===== config.mk =====
export PLATFORM = sky130hd
export DESIGN_NAME = mem_stage_flat
export DESIGN_NICKNAME = d
export VERILOG_FILES = /design/src/rtl/mem_stage_pkg.sv /design/src/rtl/mem_stage_if.sv /design/src/rtl/mem_stage_wb_reg.sv /design/src/rtl/mem_stage.sv /design/src/flat_wrapper.sv
export SDC_FILE = /design/constraint.sdc
export NUM_CORES = 1
export LEC_CHECK = 0
export ABC_AREA = 1
export CORE_MARGIN = 2
export CORE_UTILIZATION = 45
export CTS_BUF_LIST = sky130_fd_sc_hd__clkbuf_4
export DETAILED_ROUTE_END_ITERATION = 12
export MAX_ROUTING_LAYER = met4
export PLACE_DENSITY = 0.94
export SLEW_MARGIN = 20
export SYNTH_ARGS = -nofsm -noshare
export SYNTH_HDL_FRONTEND = slang
export SYNTH_SLANG_ARGS = --single-unit

===== constraint.sdc =====
create_clock -name clk -period 8.1 [get_ports clk]
set_input_delay 0.81 -clock clk [delete_from_list [all_inputs] [get_ports clk]]
set_output_delay 0.81 -clock clk [all_outputs]
set_load 0.1 [all_outputs]

===== src/rtl/mem_stage_pkg.sv =====
// Shared definitions for the MEM pipeline stage: write-back source codes,
// reset constants, FSM state encoding and the write-back select helper.
package mem_stage_pkg;

    localparam int WDATA_SRC_LENGTH = 2;

    localparam logic [WDATA_SRC_LENGTH-1:0] WDATA_SRC_ALU = 2'd0;
    localparam logic [WDATA_SRC_LENGTH-1:0] WDATA_SRC_MEM = 2'd1;
    localparam logic [WDATA_SRC_LENGTH-1:0] WDATA_SRC_PC8 = 2'd2;

    localparam logic [31:0] INIT_32 = 32'd0;
    localparam logic [1:0]  INIT_2  = 2'd0;

    typedef enum logic {
        S_IDLE = 1'b0,
        S_WAIT = 1'b1
    } mem_state_e;

    // Unused code 3 falls back to the ALU result.
    function automatic logic [31:0] wb_select(
        input logic [WDATA_SRC_LENGTH-1:0] src,
        input logic [31:0]                 alu,
        input logic [31:0]                 rdata,
        input logic [31:0]                 pc8
    );
        case (src)
            WDATA_SRC_MEM: wb_select = rdata;
            WDATA_SRC_PC8: wb_select = pc8;
            default:       wb_select = alu;
        endcase
    endfunction

endpackage


===== src/rtl/mem_stage_if.sv =====
// Data-memory req/ack bus between the MEM stage (master) and the memory (slave).
interface mem_stage_if;
    logic        dmem_req;
    logic        dmem_we;
    logic [31:0] dmem_addr;
    logic [31:0] dmem_wdata;
    logic        dmem_ack;
    logic [31:0] dmem_rdata;

    modport master (
        output dmem_req, dmem_we, dmem_addr, dmem_wdata,
        input  dmem_ack, dmem_rdata
    );

    modport slave (
        input  dmem_req, dmem_we, dmem_addr, dmem_wdata,
        output dmem_ack, dmem_rdata
    );
endinterface


===== src/rtl/mem_stage_wb_reg.sv =====
// MEM/WB pipeline register: loads every cycle, or inserts a bubble
// (write enable cleared, address/data held) when the stage is stalled.
module mem_wb_reg
    import mem_stage_pkg::*;
(
    input  logic        clk,
    input  logic        rst,
    input  logic        bubble_i,
    input  logic        we_i,
    input  logic [4:0]  addr_i,
    input  logic [31:0] data_i,
    output logic        wb_reg_we,
    output logic [4:0]  wb_reg_addr,
    output logic [31:0] wb_data
);

    logic        we_q;
    logic [4:0]  addr_q;
    logic [31:0] data_q;

    always_ff @(posedge clk) begin
        if (!rst) begin
            we_q   <= 1'b0;
            addr_q <= 5'd0;
            data_q <= INIT_32;
        end else if (bubble_i) begin
            we_q   <= 1'b0;
        end else begin
            we_q   <= we_i;
            addr_q <= addr_i;
            data_q <= data_i;
        end
    end

    assign wb_reg_we   = we_q;
    assign wb_reg_addr = addr_q;
    assign wb_data     = data_q;

endmodule


===== src/rtl/mem_stage.sv =====
// MEM pipeline stage: req/ack data-memory access with upstream stall and
// MEM/WB register. Define MEM_TIMEOUT_EN to add the WAIT-state timeout.
module mem_stage
    import mem_stage_pkg::*;
#(
    parameter int TIMEOUT_CYCLES = 255,
    parameter int CNT_W          = 8
) (
    input  logic                        clk,
    input  logic                        rst,
    input  logic                        DataMemWE,
    input  logic [WDATA_SRC_LENGTH-1:0] WriteDataSrc,
    input  logic [31:0]                 ALURes,
    input  logic [31:0]                 Reg2DataOut,
    input  logic [4:0]                  WriteRegSrc,
    input  logic                        RegWE,
    input  logic [31:0]                 PCplus8,
    mem_stage_if.master                 dmem,
    output logic                        stall,
    output logic                        misalign,
    output logic                        wb_reg_we,
    output logic [4:0]                  wb_reg_addr,
    output logic [31:0]                 wb_data
`ifdef MEM_TIMEOUT_EN
    ,
    output logic                        mem_timeout
`endif
);

    if (TIMEOUT_CYCLES >= (1 << CNT_W)) begin : g_bad_cfg
        $error("TIMEOUT_CYCLES must be below 2**CNT_W");
    end

    mem_state_e                  state_q;
    logic                        misalign_q;
    logic                        h_we_q;
    logic [31:0]                 h_addr_q;
    logic [31:0]                 h_wdata_q;
    logic [4:0]                  h_rd_q;
    logic                        h_regwe_q;
    logic [WDATA_SRC_LENGTH-1:0] h_wsrc_q;

    logic memop, aligned, in_wait, issue, bad_access, timeout_hit, req, bubble;
    logic        wb_we_d;
    logic [4:0]  wb_addr_d;
    logic [31:0] wb_data_d;

    assign memop      = DataMemWE | (WriteDataSrc == WDATA_SRC_MEM);
    assign aligned    = (ALURes[1:0] == INIT_2);
    assign in_wait    = (state_q == S_WAIT);
    assign issue      = ~in_wait & memop & aligned;
    assign bad_access = ~in_wait & memop & ~aligned;

`ifdef MEM_TIMEOUT_EN
    logic [CNT_W-1:0] cnt_q;
    logic             timeout_q;
    assign timeout_hit = in_wait & (cnt_q == CNT_W'(TIMEOUT_CYCLES));
    assign mem_timeout = timeout_q;
`else
    assign timeout_hit = 1'b0;
`endif

    // Request is combinational on first presentation, then replayed from hold regs.
    assign req             = rst & ((in_wait & ~timeout_hit) | issue);
    assign dmem.dmem_req   = req;
    assign dmem.dmem_we    = in_wait ? h_we_q    : DataMemWE;
    assign dmem.dmem_addr  = in_wait ? h_addr_q  : ALURes;
    assign dmem.dmem_wdata = in_wait ? h_wdata_q : Reg2DataOut;

    assign stall    = req & ~dmem.dmem_ack;
    assign bubble   = stall | timeout_hit;
    assign misalign = misalign_q;

    always_comb begin
        wb_we_d   = RegWE;
        wb_addr_d = WriteRegSrc;
        wb_data_d = wb_select(WriteDataSrc, ALURes, dmem.dmem_rdata, PCplus8);
        if (in_wait) begin
            wb_we_d   = h_regwe_q;
            wb_addr_d = h_rd_q;
            wb_data_d = wb_select(h_wsrc_q, h_addr_q, dmem.dmem_rdata, PCplus8);
        end else if (bad_access) begin
            wb_we_d   = 1'b0;
        end
    end

    always_ff @(posedge clk) begin
        if (!rst) begin
            state_q    <= S_IDLE;
            misalign_q <= 1'b0;
`ifdef MEM_TIMEOUT_EN
            cnt_q      <= '0;
            timeout_q  <= 1'b0;
`endif
        end else begin
            case (state_q)
                S_IDLE:  if (issue && !dmem.dmem_ack) state_q <= S_WAIT;
                S_WAIT:  if (timeout_hit || dmem.dmem_ack) state_q <= S_IDLE;
                default: state_q <= S_IDLE;
            endcase
            if (bad_access) misalign_q <= 1'b1;
`ifdef MEM_TIMEOUT_EN
            cnt_q <= in_wait ? cnt_q + 1'b1 : '0;
            if (timeout_hit) timeout_q <= 1'b1;
`endif
        end
    end

    // Request snapshot so WAIT never depends on upstream holding its inputs.
    always_ff @(posedge clk) begin
        if (issue) begin
            h_we_q    <= DataMemWE;
            h_addr_q  <= ALURes;
            h_wdata_q <= Reg2DataOut;
            h_rd_q    <= WriteRegSrc;
            h_regwe_q <= RegWE;
            h_wsrc_q  <= WriteDataSrc;
        end
    end

    mem_wb_reg u_mem_wb_reg (
        .clk         (clk),
        .rst         (rst),
        .bubble_i    (bubble),
        .we_i        (wb_we_d),
        .addr_i      (wb_addr_d),
        .data_i      (wb_data_d),
        .wb_reg_we   (wb_reg_we),
        .wb_reg_addr (wb_reg_addr),
        .wb_data     (wb_data)
    );

endmodule


===== src/flat_wrapper.sv =====
// flat-port wrapper written by rule: the top's interface ports become plain ports
module mem_stage_flat import mem_stage_pkg::*;
#(
    parameter int TIMEOUT_CYCLES = 255,
    parameter int CNT_W          = 8
)
  (clk, rst, DataMemWE, WriteDataSrc, ALURes, Reg2DataOut, WriteRegSrc, RegWE, PCplus8, stall, misalign, wb_reg_we, wb_reg_addr, wb_data, dmem_dmem_req, dmem_dmem_we, dmem_dmem_addr, dmem_dmem_wdata, dmem_dmem_ack, dmem_dmem_rdata);
  mem_stage_if dmem_i ();
  input  logic clk;
  input  logic rst;
  input  logic DataMemWE;
  input  logic [WDATA_SRC_LENGTH-1:0] WriteDataSrc;
  input  logic [31:0] ALURes;
  input  logic [31:0] Reg2DataOut;
  input  logic [4:0] WriteRegSrc;
  input  logic RegWE;
  input  logic [31:0] PCplus8;
  output logic stall;
  output logic misalign;
  output logic wb_reg_we;
  output logic [4:0] wb_reg_addr;
  output logic [31:0] wb_data;
  output wire logic [$bits(dmem_i.dmem_req)-1:0] dmem_dmem_req;
  output wire logic [$bits(dmem_i.dmem_we)-1:0] dmem_dmem_we;
  output wire logic [$bits(dmem_i.dmem_addr)-1:0] dmem_dmem_addr;
  output wire logic [$bits(dmem_i.dmem_wdata)-1:0] dmem_dmem_wdata;
  input wire logic [$bits(dmem_i.dmem_ack)-1:0] dmem_dmem_ack;
  input wire logic [$bits(dmem_i.dmem_rdata)-1:0] dmem_dmem_rdata;
  assign dmem_dmem_req = dmem_i.dmem_req;
  assign dmem_dmem_we = dmem_i.dmem_we;
  assign dmem_dmem_addr = dmem_i.dmem_addr;
  assign dmem_dmem_wdata = dmem_i.dmem_wdata;
  assign dmem_i.dmem_ack = dmem_dmem_ack;
  assign dmem_i.dmem_rdata = dmem_dmem_rdata;
  mem_stage #(.TIMEOUT_CYCLES(TIMEOUT_CYCLES), .CNT_W(CNT_W)) u_core (.clk(clk), .rst(rst), .DataMemWE(DataMemWE), .WriteDataSrc(WriteDataSrc), .ALURes(ALURes), .Reg2DataOut(Reg2DataOut), .WriteRegSrc(WriteRegSrc), .RegWE(RegWE), .PCplus8(PCplus8), .dmem(dmem_i), .stall(stall), .misalign(misalign), .wb_reg_we(wb_reg_we), .wb_reg_addr(wb_reg_addr), .wb_data(wb_data));
endmodule

==> flow_summary.ini, run 1 <==
[yosys]
synth_edf_count = 73
syn_area_sq_um = 6430
yosys.cell_types.count = 22
synth_ff_type = edfxtp_1
synthTopCellsByCount = 433 x nand2_1, 81 x nor2_1, 73 x edfxtp_1
synth_cells = 925
yosys.area.top_type = edfxtp_1
avgSynthCellArea_sq_um = 6.951
synth_nets = 1069
yosys.area.top_type_share_pct = 34.09
yosysMostFrequentCell = nand2_1
ys_async_sr_fraction_pct = 0
ys_seq_elements = 113
ys_warn_count = 0
synthTopCellsByArea = edfxtp_1 34%, nand2_1 25%, dfxtp_1 12%, nor2_1 4.7%, o21ai_0 4.1%
ys_seq_area_share_pct = 46.55

[layout]
nets = 1283
finish.instance_area_sq_um = 9155
diodes = 0
fill_cells = 1178
syn2layout_area_growth_pct = 42.38
layout-drive-gt1-share_pct = 4.688

[floorplan]
ios = 246
rows = 43
core_area_sq_um = 13930
die_w_microns = 123.5
dieArea_sq_um = 15260
die_h_microns = 123.5
initial_core_util_pct = 46.14

[detailed_routing]
dr.pass1.iters = 6
drc_errors = 0
final_antenna_net_count = 0
drtIter0Drc = 666
routed_via_density = 5.242
via_count = 6983
wl_per_cell_microns = 15.48
wirelength_mm = 20.62

[placed_design]
hpwl_mm = 13.95
port_buffers = 245
gp_congestion = 0.8964
post_dp_cell_area_sq_um = 8866

[cts]
htreeDepth = 4
clock_path_buffers = 2
cts_tree = done
cts-buffers-inserted = 17
cts.clk_slew.worst_paths_ns = 0.10
clkLatencyLatePin_ns = 0.52
cts.sinks = 113
postCtsSetupBuffers = 0
cts_resized = 0
clockRootBuffer = clkbuf_4
hold_buffers = 0

[setup_path]
cp-start-kind = input pin
crit_family = buffers and inverters
cp.required_ns = 7.29
crit_path_end_kind = output port
arrival_ns = 3.44
crit_top_cell = clkdlybuf4s50_1
cpPeakStageDelay_ns = 1.13
crit_chain = clkdlybuf4s50_1, ha_1, buf_4, nor2_4, o21ai_2, nand2_1, inv_1, clkdlybuf4s50_1
path_max_fanout = 33
worstSetupPathType = input pin to output port
critPathBufInv = 4
slowest_stage = clkdlybuf4s50_1

[global_route]
grt_max_degree = 98
grt_pass1_vias = 6430
track_usage_pct = 27.88
antenna_found_initial = 0
grt-ovfl-total = 0
grt_pass1_wl_mm = 31.77

[run]
cap_viol_max_count = 0

[sta]
tns_ns = 0
worstMarginPinSlew_ns = 1.026
finalCritPeriodShare_pct = 52.49
period_needed_ns = 4.252
fmax_ghz = 0.2352
grt_setup_unrepaired = false
slew_viol_final = 0
finClkSkew_ns = 0.01402
max-slew-margin-rel_pct = 31.37
finalHoldViolCount = 0
setup_viol = 0
hold_ws_ns = 0.4557

[power]
peakVddDrop_mv = 0.1219
power.density_nw_per_um2 = 190.2
power.total_mw = 1.741
p_leak_nw = 4.000

[worst_hold_path]
hold_class = flop to flop

[status]
status = finished clean
cells in the final DEF (no fill, tap or decap), types with 2 or more instances in the layout:
master,instances
nand3_1,52
ha_1,4
nand2_1,433
inv_2,6
inv_1,52
clkdlybuf4s50_1,244
dfxtp_1,39
a21oi_1,52
o21ai_1,2
buf_4,12
clkinv_2,2
clkinvlp_4,3
o21ai_0,53
bufinv_16,2
nor2_1,81
clkinv_1,4
clkbuf_4,19
clkinv_4,4
edfxtp_1,73
nand3b_1,9
state kept, by name, summed over array words and instances, names as in the netlist, 2 cells and up:
| register | cells |
|---|---|
| u_core.u_mem_wb_reg.wb_reg_addr | 5 |
| u_core.h_wdata_q | 32 |
| u_core.h_wsrc_q | 2 |
| u_core.h_rd_q | 5 |
| u_core.h_addr_q | 32 |
| u_core.u_mem_wb_reg.wb_data | 32 |
logic make-up after synthesis:
group	after synthesis	share of synthesized area, %
flops	113	46.55
simple gates	578	35.51
buf+inv	122	8.698
fa+ha+maj	4	0.7784
compound gates	108	8.465
cell type report:
class / instances / area [sq um] / area share [%]
clock buffer: 19 / 142.6 / 1.558
clock inverter: 13 / 140.1 / 1.531
inverter: 61 / 229.0 / 2.501
multi-input combinational: 690 / 2889 / 31.56
sequential: 113 / 2997 / 32.73
tap: 180 / 225.2 / 2.460
timing repair buffer: 256 / 2532 / 27.66
per-layer routing:
metal	wire, microns	vias up	GRT usage [%]
met1	7920	3173	34.09
met5	0	-	-
li1	-	3358	-
met4	363	0	8.381
met3	2270	39	6.919
met2	10070	413	45.64
worst min-delay path: cells and delay by family, from the launching register on:
| kind | cells | cell delay, ns |
|---|---|---|
| flops | 1 | 0.32 |
| compound gates | 1 | 0.05 |
| buf+inv | 1 | 0.05 |
per-stage QoR:
step,utilization (%),worst slack [ns],cells
global placement,63.63,3.907,1300
global route,65.70,3.672,1332
floorplan,-,1.407,925
CTS,65.66,3.831,1332
finish,65.70,3.848,1332
detailed placement,63.63,3.866,1300
worst paths after layout:
path	cells past startpoint	slack (ns)	start	endpoint
worst min register to register	2	0.46	u_core.misalign	u_core.misalign
worst max-delay path	8	3.85	WriteDataSrc[0]	dmem_dmem_req
worst max register to register	10	5.55	u_core.h_wsrc_q[1]	u_core.u_mem_wb_reg.wb_data[13]
worst min-delay path	2	0.46	u_core.misalign	u_core.misalign
power by group:
| group | switching, mW | internal (mW) |
|---|---|---|
| Sequential | 0.0171 | 0.648 |
| Combinational | 0.469 | 0.181 |
| Clock | 0.236 | 0.190 |
| Total | 0.722 | 1.02 |
Power figures use the tool's default switching activity.
==> run 2: changes to the inputs <==
- clock period: 8.1 -> 4.4 ns (I/O delays scaled with it)
==> run 2 against run 1 <==
Global-route usage rose by 0.40 points. Core utilization fell by 0.37 points. Worst hold slack better by 0.0014 ns. Worst setup slack got worse by 3.1 ns. Sequential cell count did not move. Final cell count is essentially flat. Critical path depth fell by 4. Combinational power increased by 83%. First-iteration DRC count is 3.5% higher. Clock skew grew 0.0022 ns. Design area fell by 0.56%.
==> flow_summary.ini, run 2 (synthesis results as in run 1) <==
[sta]
period_needed_ns = 3.649
finalWorstSetupSlack_ns = 0.7513
hold_ws_ns = 0.4571
grt_setup_unrepaired = false
finalCritPeriodShare_pct = 82.92
finalHoldViolCount = 0
slew_viol_final = 0
tns_ns = 0
setup_viol = 0
max-slew-margin-rel_pct = 21.60
finClkSkew_ns = 0.01617
fmax_ghz = 0.2741
worstMarginPinSlew_ns = 1.176

[global_route]
busiest_layer = met2
grt_pass1_vias = 6422
grt_max_degree = 83
track_usage_pct = 28.28
antenna_found_initial = 1
grt-ovfl-total = 0
met3_usage_pct = 6.273
grt_pass1_wl_mm = 31.97
met2_usage_pct = 47.63
use_met1_pct = 32.95

[cts]
cts-buffers-inserted = 17
clkLatencyLatePin_ns = 0.53
cts_resized = 0
postCtsSetupBuffers = 0
cts.sinks = 113
clockRootBuffer = clkbuf_4
hold_buffers = 0
clock_path_buffers = 2
htreeDepth = 4
cts_tree = done
cts.clk_slew.worst_paths_ns = 0.09

[detailed_routing]
drtIter0Drc = 689
via_count = 6997
drc_errors = 0
wl_per_cell_microns = 15.72
routed_via_density = 5.249
dr.pass1.iters = 6
final_antenna_net_count = 0
wirelength_mm = 20.96

[status]
status = finished clean

[floorplan]
die_w_microns = 123.5
rows = 43
die_h_microns = 123.5
ios = 246
dieArea_sq_um = 15260
core_area_sq_um = 13930
initial_core_util_pct = 46.14

[layout]
fill_cells = 1181
layout_common_cells = 433 x nand2_1, 210 x clkdlybuf4s50_1, 81 x nor2_1, 73 x edfxtp_1, 53 x o21ai_0
multi_input_area_sq_um = 2889
register_area_sq_um = 2997
postLayoutCoreUtil_pct = 65.33
layout-drive-gt1-share_pct = 7.465
nets = 1284
layout_commonest_cell = nand2_1
syn2layout_area_growth_pct = 41.58

[setup_path]
r2r_cells = 6
crit_chain = buf_4, nand2_1, o21ai_0, clkdlybuf4s50_1
worstSetupPathType = flop to output port
slowest_stage = clkdlybuf4s50_1
regToRegStartpoint = u_core.h_wsrc_q[1]
timing.rr.end = u_core.u_mem_wb_reg.wb_data[11]
crit_path_end_kind = output port
cp-start-kind = flop
crit_family = buffers and inverters
arrival_ns = 3.21
critPathBufInv = 2
path_max_fanout = 82
regToRegSetupSlack_ns = 1.83
cpPeakStageDelay_ns = 1.16
cp.required_ns = 3.96

[worst_hold_path]
hold_class = flop to flop
hold_start = u_core.u_mem_wb_reg.wb_data[7]
whs_path_depth = 2
holdPathEnd = u_core.u_mem_wb_reg.wb_data[7]

[power]
power.density_nw_per_um2 = 354.9
p_leak_nw = 4.048
peakVddDrop_mv = 0.1976

[placed_design]
pre_cts_ws_ns = 1.317
port_buffers = 245
gp_congestion = 0.8683
hpwl_mm = 14.05

[run]
cap_viol_max_count = 0
## run 2: cell types whose count changed in the layout (fill, tap and decap cells not counted), sizes merged
cell / change
clkbuf: -2
clkinv: +2
diode: +1
buf: +35
clkinvlp: -2
clkdlybuf4s50: -34
bufinv: +1
## run 2: metal layers
layer	vias to the layer above	share of wire, %
li1	3365	-
met3	47	9.4
met2	407	49
met1	3178	39
met4	0	2.1
met5	-	0
## run 2: area by class of cell
type | instances | share of cell area, %
flip-flops and latches | 113 | 32.92
clock inverters | 14 | 1.828
inverters | 61 | 2.515
clock buffers | 17 | 1.402
multi-input cells | 690 | 31.73
repair buffers | 257 | 27.10
well taps | 180 | 2.474
diodes | 1 | 0.02749
## run 2: where the power goes
| part | switching, mW | internal, mW |
|---|---|---|
| sequential | 0.0342 | 1.19 |
| combinational | 0.863 | 0.327 |
| clock | 0.423 | 0.390 |
## run 2: per-stage QoR
step	std cells	area (sq um)	power, mW
floorplan	925	6435	2.074
global placement	1301	8807	2.416
detailed placement	1301	8807	2.435
CTS	1332	9101	3.245
global route	1333	9104	3.361
finish	1333	9104	3.231
## run 2: worst max-delay path by stage
stage                    endpoint            from  slack [ns]  cells after the start
2_1_floorplan  u_core.h_addr_q[0]  u_core.in_wait        0.24                      4
3_3_place_gp   dmem_dmem_addr[23]  u_core.in_wait        1.38                      4
3_5_place_dp   dmem_dmem_addr[23]  u_core.in_wait        1.32                      4
4_1_cts        dmem_dmem_addr[23]  u_core.in_wait        0.70                      4
5_1_grt        dmem_dmem_addr[23]  u_core.in_wait        0.57                      4
6_report       dmem_dmem_addr[23]  u_core.in_wait        0.75                      4
## run 2: tightest hold or removal path, delay by kind of cell, from the launching register on
family,cells,cell delay [ns]
and+or+nand+nor,2,0.11
DFF,1,0.32
